File: config.mk
export PLATFORM = sky130hd
export DESIGN_NAME = decimal_digit_sequencer
export DESIGN_NICKNAME = d
export VERILOG_FILES = /design/src/rtl/aoc_numdisp_pkg.sv /design/src/rtl/divmod10_unit.sv /design/src/rtl/decimal_digit_sequencer.sv
export SDC_FILE = /design/constraint.sdc
export NUM_CORES = 1
export LEC_CHECK = 0
export ABC_AREA = 1
export ABC_CLOCK_PERIOD_IN_PS = 20600
export CORE_MARGIN = 3
export CORE_UTILIZATION = 65
export DETAILED_ROUTE_END_ITERATION = 6
export PLACE_DENSITY_LB_ADDON = 0.1
export REMOVE_ABC_BUFFERS = 1
export SLEW_MARGIN = 20
export SYNTH_ARGS = -nofsm -noshare
export SYNTH_HDL_FRONTEND = slang
export SYNTH_SLANG_ARGS = --single-unit
File: constraint.sdc
create_clock -name clk -period 20.6 [get_ports clk]
set_clock_uncertainty 0.1 [all_clocks]
set_input_delay 2.06 -clock clk [delete_from_list [all_inputs] [get_ports clk]]
set_output_delay 2.06 -clock clk [all_outputs]
set_load 0.02 [all_outputs]
File: src/rtl/aoc_numdisp_pkg.sv
// aoc_numdisp_pkg: shared types and constants for the decimal display path
package aoc_numdisp_pkg;
    typedef enum logic [1:0] {IDLE, CONVERT, EMIT} state_t;
    localparam int DIGIT_W = 4;
    localparam int RADIX = 10;
    localparam logic [DIGIT_W-1:0] SIGN_CODE = 4'hF;
endpackage

File: src/rtl/divmod10_unit.sv
// divmod10_unit: combinational unsigned divide and modulo by 10
//   i_in   [DATA_WIDTH-1:0] dividend
//   o_quot [DATA_WIDTH-1:0] i_in / 10
//   o_rem  [DIGIT_W-1:0]    i_in % 10, truncated to one BCD digit
module divmod10_unit
    import aoc_numdisp_pkg::*;
#(
    parameter int DATA_WIDTH = 32
) (
    input  logic [DATA_WIDTH-1:0] i_in,
    output logic [DATA_WIDTH-1:0] o_quot,
    output logic [DIGIT_W-1:0]    o_rem
);
    assign o_quot = i_in / DATA_WIDTH'(RADIX);
    assign o_rem  = DIGIT_W'(i_in % DATA_WIDTH'(RADIX));
endmodule

File: src/rtl/decimal_digit_sequencer.sv
// decimal_digit_sequencer: iterative signed-to-decimal converter streaming symbols MSD first
//   clk, rst            clock, asynchronous active-high reset
//   i_start_valid       value offered for conversion
//   o_start_ready       idle and able to accept a value
//   i_value             number to convert, sampled on the start handshake
//   o_busy              converting or emitting
//   o_digit_valid       output symbol valid
//   i_digit_ready       consumer accepts the symbol
//   o_digit             BCD digit or SIGN_CODE
//   o_digit_is_sign     current symbol is the minus sign
//   o_digit_last        final symbol of this number
module decimal_digit_sequencer
    import aoc_numdisp_pkg::*;
#(
    parameter int DATA_WIDTH = 32,
    parameter int NUM_DIGITS = 10,
    parameter bit SIGNED     = 1'b1
) (
    input  logic                  clk,
    input  logic                  rst,
    input  logic                  i_start_valid,
    output logic                  o_start_ready,
    input  logic [DATA_WIDTH-1:0] i_value,
    output logic                  o_busy,
    output logic                  o_digit_valid,
    input  logic                  i_digit_ready,
    output logic [DIGIT_W-1:0]    o_digit,
    output logic                  o_digit_is_sign,
    output logic                  o_digit_last
);
    localparam int IW = $clog2(NUM_DIGITS + 1);

    state_t                r_state, w_next;
    logic [DATA_WIDTH-1:0] r_mag, w_quot;
    logic [DIGIT_W-1:0]    r_slot [NUM_DIGITS];
    logic [DIGIT_W-1:0]    w_rem;
    logic [IW-1:0]         r_idx, r_ptr;
    logic                  r_sign;
    logic                  w_neg, w_start, w_xfer, w_conv_done, w_emit_done;

    divmod10_unit #(.DATA_WIDTH(DATA_WIDTH)) u_div (
        .i_in   (r_mag),
        .o_quot (w_quot),
        .o_rem  (w_rem)
    );

    assign w_neg       = SIGNED && i_value[DATA_WIDTH-1];
    assign w_start     = i_start_valid && o_start_ready;
    assign w_xfer      = o_digit_valid && i_digit_ready;
    assign w_conv_done = r_idx == IW'(NUM_DIGITS - 1);
    assign w_emit_done = w_xfer && o_digit_last;

    assign o_start_ready   = r_state == IDLE;
    assign o_busy          = r_state != IDLE;
    assign o_digit_valid   = r_state == EMIT;
    assign o_digit_is_sign = o_digit_valid && r_sign;
    assign o_digit_last    = o_digit_valid && !r_sign && r_ptr == '0;
    assign o_digit         = !o_digit_valid ? '0 : r_sign ? SIGN_CODE : r_slot[r_ptr];

    always_ff @(posedge clk or posedge rst) begin
        if (rst) r_state <= IDLE;
        else     r_state <= w_next;
    end

    always_comb begin
        w_next = r_state;
        case (r_state)
            IDLE:    w_next = w_start ? CONVERT : IDLE;
            CONVERT: w_next = w_conv_done ? EMIT : CONVERT;
            EMIT:    w_next = w_emit_done ? IDLE : EMIT;
            default: w_next = IDLE;
        endcase
    end

    // r_ptr tracks the most significant nonzero digit while converting,
    // then walks down to slot 0 as the emit pointer.
    always_ff @(posedge clk or posedge rst) begin
        if (rst) begin
            r_mag  <= '0;
            r_idx  <= '0;
            r_ptr  <= '0;
            r_sign <= 1'b0;
            for (int i = 0; i < NUM_DIGITS; i++) r_slot[i] <= '0;
        end else begin
            case (r_state)
                IDLE: if (w_start) begin
                    r_mag  <= w_neg ? ~i_value + 1'b1 : i_value;
                    r_sign <= w_neg;
                    r_idx  <= '0;
                    r_ptr  <= '0;
                end
                CONVERT: begin
                    r_slot[r_idx] <= w_rem;
                    r_mag         <= w_quot;
                    r_idx         <= r_idx + 1'b1;
                    if (w_rem != '0) r_ptr <= r_idx;
                end
                EMIT: if (w_xfer) begin
                    if (r_sign)            r_sign <= 1'b0;
                    else if (r_ptr != '0)  r_ptr  <= r_ptr - 1'b1;
                end
                default: ;
            endcase
        end
    end
endmodule
==> impl_metrics.env <==
export IMPL_io_buffers=44
export IMPL_report_final_slew_viol_count=0
export IMPL_routabilityCongestion=0.875
export IMPL_synth_seq_cells=83
export IMPL_clock_fmax_mhz=91.7
export IMPL_rows=38
export IMPL_ctsHoldBuffers=0
export IMPL_drc_errors=0
export IMPL_cts_setup_buffers=0
export IMPL_wl_um=17700
export IMPL_ys_seq_area_frac=0.274
export IMPL_crit_path_end_kind="flop"
export IMPL_yosys_cell_types_count=45
export IMPL_pin_count=45
export IMPL_r2r_slack_ns=9.69
export IMPL_yosys_warnings=0
export IMPL_hold_end="r_slot[28]"
export IMPL_grt_pass1_wl_um=31500
export IMPL_met3_usage=0.0377
export IMPL_worst_slew_pin_slew_ns=0.812
export IMPL_cts_tree="built"
export IMPL_worst_ep_required_time_ns=20.79
export IMPL_rsz0062_at_grt="no"
export IMPL_die_h_um=114
export IMPL_root_buffer="clkbuf_16"
export IMPL_antenna_found_initial=0
export IMPL_via_count=7398
export IMPL_final_hold_viol_count=0
export IMPL_r2r_end="r_ptr[0]"
export IMPL_mostFrequentLayoutCell="nand2_1"
export IMPL_holdWs_ns=0.389
export IMPL_clkLatencyLatePin_ns=0.35
export IMPL_n_antenna_cell=0
export IMPL_setup_viol=0
export IMPL_cp_slowest_cell="dfrtp_1"
export IMPL_drt_first_iter_violations=457
export IMPL_slowest_delay_ns=0.40
export IMPL_synth_edf_count=0
export IMPL_gr_total_overflow=0
export IMPL_tns_ns=0
export IMPL_path_buf_inv=13
export IMPL_cp_top_family="simple AND/OR/NAND/NOR gates"
export IMPL_fin_crit_sh=0.529
export IMPL_hpwl_um=12900
export IMPL_coreArea_mm2=0.0111
export IMPL_die_area_mm2=0.0130
export IMPL_cp_common_cell="nand2_2"
export IMPL_status="completed"
export IMPL_grt_util_met1=0.375
export IMPL_layout_drive_gt1_share=0.203
export IMPL_cts_made_buffers=9
export IMPL_synthCells=1120
export IMPL_ant_nets=0
export IMPL_critPathMaxFanout=5
export IMPL_path_class="reg -> reg"
export IMPL_grt_max_degree=80
export IMPL_final_min_clock_period_ns=10.91
export IMPL_wl_per_cell_um=13.6
export IMPL_startpoint_type="flop"
export IMPL_initial_core_util=0.682
export IMPL_avgViaCountPerCell=5.69
export IMPL_first_pass_iters=5
export IMPL_drv_cap=0
export IMPL_cts_resized_gates=0
export IMPL_grtUsageTotal=0.288
export IMPL_ys_flop_type="dfrtp_1"
export IMPL_grt_pass1_vias=7143
export IMPL_nets=1202
export IMPL_cts_num_sinks=83
export IMPL_worstPathArrival_ns=11.10
export IMPL_rr_startpoint="r_mag[29]"
export IMPL_busiest_layer="met2"
export IMPL_cts_max_level=3
export IMPL_cts_path_max_buffers=2
export IMPL_max_slew_margin=0.459
export IMPL_die_x_um=114
export IMPL_path_clk_slew_ns=0.07
export IMPL_min_from="r_slot[28]"
export IMPL_holdCritPathClass="reg -> reg"
export IMPL_syn_to_final_growth_pct=11.4
export IMPL_grt_use_met2=0.489
export IMPL_netlist_area_mm2=0.00758
export IMPL_rr_worst_depth=125
export IMPL_whs_path_depth=2
export IMPL_synth_async_reset_ratio=1.00
export IMPL_mostFrequentLayoutCells="nand2_1, nand3_1, inv_1, dfrtp_1, nand2_2"
export IMPL_synth_avg_cell_area_um2=6.77
synthesized netlist by cell type (all sizes together) (4+ instances only):
cell	instances	share of area
nand2	395	0.25
nand3	152	0.13
o21ai	123	0.082
inv	122	0.061
dfrtp	83	0.27
nor2	64	0.032
a21oi	26	0.017
clkbuf	22	0.012
nor3	18	0.012
o221ai	13	0.017
o22ai	13	0.011
clkinv	11	0.0066
ha	11	0.018
nand4	11	0.0091
o211ai	11	0.012
bufinv	8	0.018
or2	5	0.0041
xnor2	5	0.0058
mux2i	4	0.0053
o2111ai	4	0.0046
xor2	4	0.0046
registers in the layout, summed over array words and instances, names as in the netlist:
name and cells:
r_sign 1, r_ptr 4, r_state 2, r_idx 4, r_mag 32, r_slot 40
metrics by stage:
step                instance area [um2]  utilization  std cells  setup slack [ns]
floorplan                          7480            -       1096             11.07
detailed placement                 8140        0.732       1284              9.79
global placement                   8140        0.732       1284             10.18
finish                             8450        0.760       1300              9.69
global route                       8450        0.760       1300              8.13
CTS                                8450        0.759       1300              9.72
worst max-delay path by stage:
stage,endpoint,slack (ns),cells after the start,from
3_5_place_dp,r_ptr[0],9.79,125,r_mag[29]
3_3_place_gp,r_ptr[0],10.18,125,r_mag[29]
2_1_floorplan,r_ptr[0],11.07,123,r_mag[29]
4_1_cts,r_ptr[0],9.72,123,r_mag[29]
5_1_grt,r_ptr[0],8.13,125,r_mag[29]
6_report,r_ptr[0],9.69,125,r_mag[29]
cell families (layout without fill, tap and decap cells):
group                    after synthesis  count (layout)  share of synthesized area
AO/OA/AOI/OAI                        195             195                      0.148
XOR/XNOR                               9               9                     0.0104
adder cells (fa/ha/maj)               11              11                     0.0181
buffers and inverters                165             205                     0.0998
flip-flops                            83              83                      0.274
multiplexers                           4               4                    0.00528
AND/OR/NAND/NOR                      653             653                      0.445
final cells by class:
cell class / instances / area, um2
Tap cell: 140 / 175
Sequential cell: 83 / 2080
Fill cell: 927 / 2670
Clock inverter: 7 / 80.1
Multi-Input combinational cell: 872 / 4760
Clock buffer: 9 / 225
Timing Repair Buffer: 48 / 474
Inverter: 141 / 657
worst register-to-register path: cells and delay by family, from the launching register on:
kind | cells | cell delay, ns
flip-flops | 1 | 0.40
AND/OR/NAND/NOR | 112 | 9.61
buffers and inverters | 13 | 0.79
per-layer routing:
| metal | up-vias | share of wire |
|---|---|---|
| met3 | 30 | 0.044 |
| met2 | 186 | 0.48 |
| li1 | 3774 | - |
| met5 | - | 0 |
| met4 | 0 | 0.019 |
| met1 | 3408 | 0.45 |
Power is left out: the tool's default activity adds up to more than one toggle a clock period on the data nets, which glitch-free logic cannot reach.
